--- src/rtl/regfile_pkg.sv ---
// Shared defaults and constants for the parametrised register file.
package regfile_pkg;

  localparam int unsigned DEF_WIDTH  = 32;
  localparam int unsigned DEF_ADDR_W = 5;
  localparam int unsigned ZERO_ADDR  = 0;

endpackage

--- src/rtl/regfile_param_register.sv ---
// Single enabled storage register with synchronous active-high reset.
module register_param
  import regfile_pkg::*;
#(
  parameter int unsigned      WIDTH     = DEF_WIDTH,
  parameter logic [WIDTH-1:0] RESET_VAL = '0
) (
  input  logic             clk,
  input  logic             reset,
  input  logic             wrenable,
  input  logic [WIDTH-1:0] d,
  output logic [WIDTH-1:0] q
);

  always_ff @(posedge clk) begin
    if (reset) begin
      q <= RESET_VAL;
    end else if (wrenable) begin
      q <= d;
    end
  end

endmodule

--- src/rtl/regfile_param.sv ---
// 2-read/1-write register file with busy scoreboard, optional zero entry
// and optional write-to-read forwarding.
module regfile_param
  import regfile_pkg::*;
#(
  parameter int unsigned      WIDTH     = DEF_WIDTH,
  parameter int unsigned      ADDR_W    = DEF_ADDR_W,
  parameter bit               ZERO_REG  = 1'b1,
  parameter bit               BYPASS    = 1'b0,
  parameter logic [WIDTH-1:0] RESET_VAL = '0
) (
  input  logic              clk,
  input  logic              reset,
  input  logic [ADDR_W-1:0] raddr1,
  input  logic [ADDR_W-1:0] raddr2,
  output logic [WIDTH-1:0]  rdata1,
  output logic [WIDTH-1:0]  rdata2,
  output logic              busy1,
  output logic              busy2,
  input  logic              wrenable,
  input  logic [ADDR_W-1:0] waddr,
  input  logic [WIDTH-1:0]  wdata,
  input  logic              mark_en,
  input  logic [ADDR_W-1:0] mark_addr
);

  localparam int unsigned DEPTH = 2 ** ADDR_W;

  logic [WIDTH-1:0] entry [DEPTH];
  logic [DEPTH-1:0] busy_q;
  logic [DEPTH-1:0] busy_d;

  logic zero1_c;
  logic zero2_c;
  logic fwd1_c;
  logic fwd2_c;

  // Storage array; each entry's enable is its slice of the one-hot write decode
  for (genvar i = 0; i < DEPTH; i++) begin : g_entry
    if (ZERO_REG && (i == ZERO_ADDR)) begin : g_zero
      assign entry[i] = '0;
    end else begin : g_reg
      logic we_c;
      assign we_c = wrenable && (waddr == ADDR_W'(i));
      register_param #(
        .WIDTH    (WIDTH),
        .RESET_VAL(RESET_VAL)
      ) u_reg (
        .clk     (clk),
        .reset   (reset),
        .wrenable(we_c),
        .d       (wdata),
        .q       (entry[i])
      );
    end
  end

  // Mark is applied after the write clear so a new producer wins
  always_comb begin
    busy_d = busy_q;
    if (wrenable) begin
      busy_d[waddr] = 1'b0;
    end
    if (mark_en) begin
      busy_d[mark_addr] = 1'b1;
    end
    if (ZERO_REG) begin
      busy_d[ADDR_W'(ZERO_ADDR)] = 1'b0;
    end
  end

  always_ff @(posedge clk) begin
    if (reset) begin
      busy_q <= '0;
    end else begin
      busy_q <= busy_d;
    end
  end

  // Read ports: zero entry overrides forwarding, forwarding overrides the array
  always_comb begin
    zero1_c = ZERO_REG && (raddr1 == ADDR_W'(ZERO_ADDR));
    zero2_c = ZERO_REG && (raddr2 == ADDR_W'(ZERO_ADDR));
    fwd1_c  = BYPASS && wrenable && (waddr == raddr1);
    fwd2_c  = BYPASS && wrenable && (waddr == raddr2);

    rdata1 = entry[raddr1];
    busy1  = busy_q[raddr1];
    if (zero1_c) begin
      rdata1 = '0;
      busy1  = 1'b0;
    end else if (fwd1_c) begin
      rdata1 = wdata;
      busy1  = 1'b0;
    end

    rdata2 = entry[raddr2];
    busy2  = busy_q[raddr2];
    if (zero2_c) begin
      rdata2 = '0;
      busy2  = 1'b0;
    end else if (fwd2_c) begin
      rdata2 = wdata;
      busy2  = 1'b0;
    end
  end

endmodule

--- config.mk ---
export PLATFORM = sky130hd
export DESIGN_NAME = regfile_param
export DESIGN_NICKNAME = d
export VERILOG_FILES = /design/src/rtl/regfile_pkg.sv /design/src/rtl/regfile_param_register.sv /design/src/rtl/regfile_param.sv
export SDC_FILE = /design/constraint.sdc
export NUM_CORES = 2
export LEC_CHECK = 0
export BUFFER_PORTS_ARGS = -buffer_cell sky130_fd_sc_hd__buf_2
export CAP_MARGIN = 5
export CORE_ASPECT_RATIO = 0.75
export CORE_MARGIN = 1.5
export CORE_UTILIZATION = 40
export DETAILED_ROUTE_END_ITERATION = 10
export PLACE_DENSITY = 0.59
export SYNTH_ARGS = -nofsm -noshare
export SYNTH_HDL_FRONTEND = slang
export SYNTH_SLANG_ARGS = --single-unit
--- constraint.sdc ---
create_clock -name clk -period 3 [get_ports clk]
set_input_delay 0.6 -clock clk [delete_from_list [all_inputs] [get_ports clk]]
set_output_delay 0.6 -clock clk [all_outputs]
set_load 0.01 [all_outputs]
==> flow_summary.json <==
{
  "finalCriticalPeriod_ns": 3.063,
  "finalCritPeriodShare": 1.021,
  "yosysTopAreaCell": "dfxtp_1",
  "grt_pass1_vias": 46414,
  "root_buffer": "clkbuf_16",
  "drc_errors": 0,
  "cp-startpoint": "g_entry[15].g_reg.u_reg.q[18]",
  "die_y_um": 316.3,
  "wl_per_cell_um": 28.64,
  "final_cell_mix": "nand2_1, a21oi_1, dfxtp_1",
  "hp-class": "input pin to register",
  "placed_cells": 7702,
  "rows": 114,
  "cts_tree": "built",
  "cts-hold-fix-buffers": 0,
  "hold_slack_ns": 0.2835,
  "port_buffers": 121,
  "fin_cells": 7992,
  "clock_sinks": 1023,
  "drive_above_1_share": 0.2657,
  "worst_slack_ns": -0.06344,
  "hpwlAfterDp_mm": 146.2,
  "area_growth_pct": 20.85,
  "numCtsBuffers": 104,
  "path_depth": 7,
  "synth_top_family_by_area": "multiplexers",
  "drt_first_pass_iters": 8,
  "synth_top_flop_cell": "dfxtp_1",
  "antenna_found_initial": 18,
  "peakVddDrop_uv": 439.4,
  "ys_ff_latch": 1023,
  "muxShareOfSynthArea": 0.2414,
  "die_x_um": 420.7,
  "p_per_area_mw_per_mm2": 495.0,
  "outcome": "finished, violations left",
  "path_cells": "mux4_2 -> mux2i_2 -> nor2_1 -> a21oi_1 -> buf_4 -> o221ai_4 -> buf_6",
  "synth.area.top_cells": "dfxtp_1, mux4_2, nand2_1",
  "syn_nets": 6045,
  "max_stage_delay_ns": 0.48,
  "grt_max_degree": 88,
  "wirelength_mm": 228.9,
  "ys_types": 45,
  "synth_xor_area_frac": 0,
  "drv_cap": 0,
  "synth_edf_count": 0,
  "crit_fanout": 2,
  "synthAdderAreaFrac": 0,
  "rr_endpoint": "busy_q[16]",
  "final.setup_skew_ns": 0,
  "max-slew-margin-rel": 0.3925,
  "hold_viol": 0,
  "r2r_cells": 2,
  "fmax_ghz": 0.3264,
  "cp.required_ns": 2.40,
  "wl_met1_mm": 87.07,
  "clk-insertion-delay-late_ns": 0.72,
  "grt_pass1_wl_mm": 326.6,
  "leakagePower_nw": 21.39,
  "tns_ns": -0.4679,
  "path_delay_family": "multiplexers",
  "ios": 122,
  "clk_pin_slew_ns": 0.07,
  "final_nets": 6208,
  "cp-end-kind": "output port",
  "worstPathArrival_ns": 2.46,
  "via_count": 49724,
  "postRouteAntennaNets": 0,
  "grt_usage": 0.3355,
  "cts.path.max_buffers": 3,
  "synth_seq_area_share": 0.3913,
  "violations": "negative setup slack",
  "met3_length_mm": 34.27,
  "crit_end": "rdata2[18]",
  "finalSetupViolCount": 18,
  "utilization": 0.4889,
  "critical_path_buf_inv_count": 2,
  "gp_congestion": 0.9560,
  "final_common_cell": "nand2_1",
  "netlist_instances": 5989,
  "dieArea_mm2": 0.1330,
  "rsz0062_at_grt": "yes",
  "cp_slowest_cell": "mux4_2",
  "synth.top_cell.area_share": 0.3913,
  "rr_startpoint": "busy_q[16]",
  "worst_pin_slew_ns": 0.9078,
  "cts_max_level": 3,
  "yosys.area_share.simple": 0.1734,
  "syn_area_per_cell_um2": 8.739,
  "ys_warn_count": 0,
  "wl_met2_mm": 93.89,
  "synth_compound_area_frac": 0.1374,
  "start_kind": "register",
  "r2r_slack_ns": 2.26,
  "coreArea_mm2": 0.1294,
  "avgViaCountPerCell": 6.222,
  "async_reset_ff_frac": 0,
  "slew_viol_final": 0,
  "gr-total-overflow": 0,
  "critPathKind": "register to output port",
  "start_util": 0.4045,
  "topRoutingLayerUsed": "met5",
  "syn_area_mm2": 0.05234,
  "initialDrtViolationCount": 7591
}
==> state kept, by name, summed over array words and instances, names as in the netlist <==
name                   cells
g_entry.g_reg.u_reg.q    992
busy_q                    31
==> layer usage <==
| layer | vias to the layer above | GRT usage |
|---|---|---|
| met5 | - | 0 |
| met2 | 3664 | 0.4701 |
| met3 | 707 | 0.1044 |
| li1 | 21201 | - |
| met4 | 10 | 0.1809 |
| met1 | 24142 | 0.4597 |
==> through the flow <==
step	cell area, um^2	setup WS, ns	total power, mW
CTS	62380	-0.09648	31.15
global route	63230	-0.09710	31.95
global placement	57160	-0.3787	16.87
detailed placement	57160	-0.3765	16.89
finish	63250	-0.06344	31.31
floorplan	52340	0.3298	15.63
==> worst min-delay path by stage <==
stage	slack, ns	cells after the start	to	from
final	0.28	2	g_entry[16].g_reg.u_reg.q[19]	reset
after global routing	0.29	2	g_entry[18].g_reg.u_reg.q[19]	reset
after CTS	0.24	2	g_entry[16].g_reg.u_reg.q[19]	reset
after detailed placement	0.46	2	g_entry[5].g_reg.u_reg.q[26]	g_entry[5].g_reg.u_reg.q[26]
after global placement	0.45	2	g_entry[30].g_reg.u_reg.q[3]	g_entry[30].g_reg.u_reg.q[3]
after floorplan	0.44	2	g_entry[5].g_reg.u_reg.q[11]	g_entry[5].g_reg.u_reg.q[11]
==> layout make-up <==
class / count / area (um^2)
multi-input combinational: 4347 / 29990
clock buffer: 152 / 3043
antenna: 15 / 37.54
timing repair buffer: 665 / 6739
fill: 11989 / 66130
sequential: 1023 / 20580
inverter: 11 / 41.29
clock inverter: 39 / 643.1
tap: 1740 / 2177
==> where the power goes <==
part / switching, mW / internal, mW / leakage [nW]
sequential: 0.0786 / 13.7 / 8.29
combinational: 2.03 / 1.23 / 11.3
clock: 6.17 / 8.13 / 1.81
total: 8.27 / 23.0 / 21.4
==> repair_timing <==
item	in CTS	in global routing
pin swaps	25	40
gates cloned	13	7
setup endpoints to repair	65	62
resized for setup	206	133
setup buffers	48	21
==> cells in the mapped netlist, types with 29 or more instances <==
| cell type | instances |
|---|---|
| o22ai_1 | 29 |
| o21ai_0 | 46 |
| dfxtp_1 | 1023 |
| o221ai_1 | 35 |
| a22oi_1 | 66 |
| buf_6 | 41 |
| a21oi_1 | 1055 |
| mux2_2 | 87 |
| mux2i_1 | 156 |
| buf_2 | 155 |
| nor3_1 | 29 |
| nor2_1 | 118 |
| nand2_1 | 2102 |
| nor2b_1 | 30 |
| clkbuf_1 | 376 |
| mux4_2 | 443 |
==> cells by family after synthesis <==
| logic type | Yosys count |
|---|---|
| buffers and inverters | 620 |
| and+or+nand+nor | 2334 |
| muxes | 693 |
| AOI/OAI and AO/OA | 1319 |
| DFF | 1023 |
Power figures use the tool's default switching activity.
